**src/rtl/uart_pkg.sv**
```systemverilog
// uart_pkg: types and constants shared by the UART receiver and transmitter.
//   rx_state_t     : receiver FSM state encoding
//   OVERSAMPLE_DEF : default number of sample ticks per bit
package uart_pkg;

  typedef enum logic [2:0] {IDLE, START, DATA, PARITY, STOP} rx_state_t;

  localparam int OVERSAMPLE_DEF = 16;

endpackage

```
**src/rtl/sync_2ff.sv**
```systemverilog
// sync_2ff: two-flop synchronizer for a single asynchronous input bit.
//   clk   : destination clock
//   reset : synchronous active-high reset, both flops load RESET_VAL
//   d     : asynchronous input
//   q     : synchronized output (2 clk latency)
module sync_2ff #(
  parameter logic RESET_VAL = 1'b0
) (
  input  logic clk,
  input  logic reset,
  input  logic d,
  output logic q
);

  logic meta_reg;
  logic sync_reg;

  always_ff @(posedge clk) begin
    if (reset) begin
      meta_reg <= RESET_VAL;
      sync_reg <= RESET_VAL;
    end else begin
      meta_reg <= d;
      sync_reg <= meta_reg;
    end
  end

  assign q = sync_reg;

endmodule

```
**src/rtl/uart_rx.sv**
```systemverilog
// uart_rx: oversampling UART receiver with optional parity.
//   clk, reset   : system clock, synchronous active-high reset
//   sample_tick  : one-cycle pulse at OVERSAMPLE x baud
//   rx           : asynchronous serial input, idles high
//   parity_en    : parity bit present after the data bits
//   parity_odd   : 1 = odd parity, 0 = even parity
//   data_out     : last received word (LSB received first)
//   data_valid   : one-cycle strobe at frame completion
//   parity_err   : parity mismatch in the last frame
//   frame_err    : stop bit sampled low in the last frame
//   busy         : receiver is inside a frame
// DATA_BITS must be 5..9; OVERSAMPLE must be even and >= 8.
module uart_rx
  import uart_pkg::*;
#(
  parameter int DATA_BITS  = 8,
  parameter int OVERSAMPLE = OVERSAMPLE_DEF
) (
  input  logic                 clk,
  input  logic                 reset,
  input  logic                 sample_tick,
  input  logic                 rx,
  input  logic                 parity_en,
  input  logic                 parity_odd,
  output logic [DATA_BITS-1:0] data_out,
  output logic                 data_valid,
  output logic                 parity_err,
  output logic                 frame_err,
  output logic                 busy
);

  localparam int TICK_W = $clog2(OVERSAMPLE);
  localparam int BIT_W  = $clog2(DATA_BITS + 1);
  localparam logic [TICK_W-1:0] TICK_MID = TICK_W'(OVERSAMPLE / 2 - 1);
  localparam logic [TICK_W-1:0] TICK_END = TICK_W'(OVERSAMPLE - 1);
  localparam logic [BIT_W-1:0]  BIT_LAST = BIT_W'(DATA_BITS - 1);

  logic rx_s;
  logic rx_s_d_reg;
  logic fall_edge;

  rx_state_t             state_reg;
  logic [TICK_W-1:0]     tick_cnt_reg;
  logic [BIT_W-1:0]      bit_cnt_reg;
  logic [DATA_BITS-1:0]  shift_reg;
  logic                  par_acc_reg;   // running XOR of received data bits
  logic                  par_bad_reg;   // parity result of the current frame
  logic                  par_en_reg;    // mode captured at start-bit validation
  logic                  par_odd_reg;
  logic [DATA_BITS-1:0]  data_out_reg;
  logic                  data_valid_reg;
  logic                  parity_err_reg;
  logic                  frame_err_reg;

  // Line idles high, so the synchronizer resets to 1 to avoid a false start.
  sync_2ff #(.RESET_VAL(1'b1)) u_rx_sync (
    .clk   (clk),
    .reset (reset),
    .d     (rx),
    .q     (rx_s)
  );

  // A line held low never produces a second edge, so a break yields one frame.
  assign fall_edge = rx_s_d_reg & ~rx_s;

  always_ff @(posedge clk) begin
    if (reset) begin
      rx_s_d_reg     <= 1'b1;
      state_reg      <= IDLE;
      tick_cnt_reg   <= '0;
      bit_cnt_reg    <= '0;
      shift_reg      <= '0;
      par_acc_reg    <= 1'b0;
      par_bad_reg    <= 1'b0;
      par_en_reg     <= 1'b0;
      par_odd_reg    <= 1'b0;
      data_out_reg   <= '0;
      data_valid_reg <= 1'b0;
      parity_err_reg <= 1'b0;
      frame_err_reg  <= 1'b0;
    end else begin
      rx_s_d_reg     <= rx_s;
      data_valid_reg <= 1'b0;

      case (state_reg)
        IDLE: begin
          // A tick coincident with the edge is deliberately not counted.
          if (fall_edge) begin
            state_reg    <= START;
            tick_cnt_reg <= '0;
          end
        end

        START: begin
          if (sample_tick) begin
            if (tick_cnt_reg == TICK_MID) begin
              if (rx_s) begin
                state_reg <= IDLE;       // glitch, not a start bit
              end else begin
                state_reg    <= DATA;
                tick_cnt_reg <= '0;
                bit_cnt_reg  <= '0;
                par_acc_reg  <= 1'b0;
                par_bad_reg  <= 1'b0;
                par_en_reg   <= parity_en;
                par_odd_reg  <= parity_odd;
              end
            end else begin
              tick_cnt_reg <= tick_cnt_reg + 1'b1;
            end
          end
        end

        DATA: begin
          if (sample_tick) begin
            if (tick_cnt_reg == TICK_END) begin
              tick_cnt_reg <= '0;
              shift_reg    <= {rx_s, shift_reg[DATA_BITS-1:1]};
              par_acc_reg  <= par_acc_reg ^ rx_s;
              bit_cnt_reg  <= bit_cnt_reg + 1'b1;
              if (bit_cnt_reg == BIT_LAST)
                state_reg <= par_en_reg ? PARITY : STOP;
            end else begin
              tick_cnt_reg <= tick_cnt_reg + 1'b1;
            end
          end
        end

        PARITY: begin
          if (sample_tick) begin
            if (tick_cnt_reg == TICK_END) begin
              tick_cnt_reg <= '0;
              par_bad_reg  <= (par_acc_reg ^ rx_s) != par_odd_reg;
              state_reg    <= STOP;
            end else begin
              tick_cnt_reg <= tick_cnt_reg + 1'b1;
            end
          end
        end

        STOP: begin
          // Leave mid-stop-bit so a back-to-back start edge is not missed.
          if (sample_tick) begin
            if (tick_cnt_reg == TICK_END) begin
              tick_cnt_reg   <= '0;
              data_out_reg   <= shift_reg;
              parity_err_reg <= par_en_reg & par_bad_reg;
              frame_err_reg  <= ~rx_s;
              data_valid_reg <= 1'b1;
              state_reg      <= IDLE;
            end else begin
              tick_cnt_reg <= tick_cnt_reg + 1'b1;
            end
          end
        end

        default: state_reg <= IDLE;
      endcase
    end
  end

  assign data_out   = data_out_reg;
  assign data_valid = data_valid_reg;
  assign parity_err = parity_err_reg;
  assign frame_err  = frame_err_reg;
  assign busy       = (state_reg != IDLE);

endmodule

```
**config.mk**
```make
export PLATFORM = sky130hd
export DESIGN_NAME = uart_rx
export DESIGN_NICKNAME = d
export VERILOG_FILES = /design/src/rtl/uart_pkg.sv /design/src/rtl/sync_2ff.sv /design/src/rtl/uart_rx.sv
export SDC_FILE = /design/constraint.sdc
export NUM_CORES = 1
export LEC_CHECK = 0
export ABC_AREA = 1
export CORE_MARGIN = 1
export CORE_UTILIZATION = 56
export DETAILED_ROUTE_END_ITERATION = 16
export PLACE_DENSITY = 0.78
export SLEW_MARGIN = 5
export SYNTH_ARGS = -nofsm -noshare
export SYNTH_HDL_FRONTEND = slang
export SYNTH_SLANG_ARGS = --single-unit
```
**constraint.sdc**
```tcl
create_clock -name clk -period 1.7 [get_ports clk]
set_input_delay 0.17 -clock clk [delete_from_list [all_inputs] [get_ports clk]]
set_output_delay 0.17 -clock clk [all_outputs]
set_load 0.03 [all_outputs]
```
==> results by group <==
Place
  – Placed Cells: 323
  – Routability cong.: 0.926
  – HPWL after detailed placement: 2.79 mm
  – Pre-CTS setup slack: 0.0655 ns
  – Port Buffer Count: 17

Timing
  – Fin crit share: 91.1%
  – Fin. Hold Viols: 0
  – Final Hold Slack: 0.376 ns
  – RSZ-0062 raised after global routing: false
  – Final Skew: 0.0119 ns
  – Post-route setup slack: 0.151 ns
  – Final setup viols: 0
  – Max frequency: 0.645 GHz
  – Tightest Pin Transition: 0.319 ns
  – Min cycle time layout: 1.55 ns
  – TNS Setup: 0 ns
  – Slew headroom: 78.7%
  – Max Slew Vio Count: 0

Worst setup path
  – Worst EP arrival: 1.38 ns
  – Critical-path top delay cell: clkdlybuf4s50_1
  – Critical Path Start Type: register
  – Critical Path End Type: primary output
  – Buf+Inv Stages, Crit Path: 1
  – Max incr delay on CP: 0.67 ns
  – Worst EP required: 1.53 ns
  – Cell family with most CP delay: buffers and inverters
  – Worst setup path class: reg2out
  – Max FO, Critical Path: 2
  – Worst path cell trace: clkdlybuf4s50_1

Cells and area
  – Fillers: 274
  – Inserted Diodes: 0
  – Syn-to-layout area delta: 17.1%
  – Final std cells w/o fill: 331
  – Nets: 294
  – Share of cells above drive strength 1: 16.7%

Detailed routing
  – DR pass1 iterations: 5
  – Number of remaining DRC errors: 0
  – Post-route antenna net violation count: 0
  – Detailed-route wire length: 3.77 mm
  – DR WL/cell: 11.4 um
  – Vias: 1,679
  – Via/cell ratio: 5.07
  – Initial DRC count: 101

Run status
  – Status: completed

Global route
  – Initial antenna violation count: 0
  – First-pass GRT wire length: 6.26 mm
  – Pin count of the biggest net entering global routing: 29
  – Total GRT Usage: 24.1%
  – Gr ovfl total: 0
  – Vias in the first global route: 1,408

Pwr
  – Static Leak: 0.903 nW
  – Power per cell area: 1400 mW/mm^2
  – Worst IR Drop VDD: 0.894 mV
  – Final total power: 3.01 mW

Worst hold path
  – Hold Path Class: in2reg

Clock network
  – Worst-path clk slew: 0.12 ns
  – Num CTS Buffers: 5
  – TritonCTS clock tree: done
  – Clk_lat worst skew: 0.34 ns
  – Root Buffer: clkbuf_4
  – Post-CTS Hold Fix Bufs: 0
  – H-tree Lvls: 2
  – Total clock sinks: 37
  – Clock Path Buffers: 2

Logic synthesis
  – Register area share after synthesis: 40.4%
  – Syn_area_per_cell: 7.09 um^2
  – Synth unique cells: 29
  – Yosys reg bits: 37
  – Syn_nets: 267
  – Syn Inst Count: 259
  – Synth warn: 0
  – Cell area after synthesis: 0.00184 mm^2

Run
  – Number of max-cap violations: 0

Floorplanning
  – Die Wd: 59.3 um
  – Initial Utilization: 59.6%
  – CORE AREA: 0.00308 mm^2
  – Full die area: 0.00351 mm^2
  – FP Rows: 20
  – Die Y: 59.3 um
  – IO Pins: 18
[what timing repair did]
action | CTS | global route
buffers inserted | 0 | 0
resized for setup | 2 | 4
setup endpoints to repair | 1 | 19
endpoints found under the hold margin | 0 | 0
[cell usage after synthesis, drive strengths merged]
cell | n | area, um^2
a21oi | 12 | 63.8
nand2 | 58 | 273
nor2 | 61 | 273
a31oi | 1 | 6.26
xor2 | 1 | 8.76
clkinv | 2 | 7.51
nand3b | 1 | 7.51
xnor2 | 1 | 8.76
nand3 | 33 | 180
or2 | 2 | 12.5
nand4 | 1 | 6.26
dfxtp | 37 | 741
inv | 18 | 70.1
o21ai | 23 | 115
clkbuf | 1 | 3.75
ha | 2 | 25.0
a21boi | 1 | 7.51
buf | 4 | 26.3
[power breakdown]
| group | switching [mW] | total, mW | internal, mW |
|---|---|---|---|
| registers | 0.0898 | 1.05 | 0.956 |
| logic | 1.00 | 1.52 | 0.517 |
| clock network | 0.295 | 0.451 | 0.156 |
[final cells by class]
class / count / area, um^2 / area share (%)
Multi-Input combinational cell: 197 / 995 / 46.3
Clock inverter: 3 / 17.5 / 0.815
Clock buffer: 5 / 37.5 / 1.75
Sequential cell: 37 / 742 / 34.5
Tap cell: 44 / 55.1 / 2.56
Timing Repair Buffer: 25 / 225 / 10.5
Inverter: 20 / 77.6 / 3.61
[metal layers]
metal / global-route usage, % / share of wire (%)
met1: 34.5 / 51
met3: 5.24 / 4.7
met4: 9.18 / 1.6
met2: 35.3 / 43
met5: 0 / 0
[cell families after synthesis]
kind of cell	count (synthesis)	synth area share [%]
compound gates	37	10.5
flops	37	40.4
buf+inv	25	5.86
fa+ha+maj	2	1.36
xor+xnor	2	0.955
simple gates	156	41.0
[cell usage in the layout, fill, tap and decap left out, types with 2 or more instances in the layout]
cell             instances
clkbuf_4                 5
clkinv_2                 2
or2_2                    2
nor2_2                   3
buf_4                    8
a21oi_1                 11
dfxtp_1                 36
nand3_2                  4
nand3_1                 29
nand2_1                 46
inv_2                    3
inv_1                   14
ha_1                     2
nor2_4                   3
clkdlybuf4s50_1         16
nand2_2                  7
clkinv_1                 2
nor2_1                  54
nand2_4                  5
o21ai_0                 22
[per-stage QoR]
| stage | util, % | instance area, um^2 |
|---|---|---|
| after floorplan | - | 1840 |
| after global placement | 67.9 | 2090 |
| after detailed placement | 67.9 | 2090 |
| after CTS | 69.7 | 2150 |
| after global routing | 69.8 | 2150 |
| final | 69.8 | 2150 |
[path summary, 6_finish.rpt]
check / slack [ns] / endpoint / cells past startpoint / startpoint
worst max-delay path: 0.15 / data_out[6] / 1 / data_out[6]
worst min-delay path: 0.38 / u_rx_sync.meta_reg / 2 / rx
worst max register to register: 0.16 / shift_reg[7] / 8 / tick_cnt_reg[0]
worst min register to register: 0.44 / u_rx_sync.q / 1 / u_rx_sync.meta_reg
Note: power is estimated with default switching activity, not from simulation.
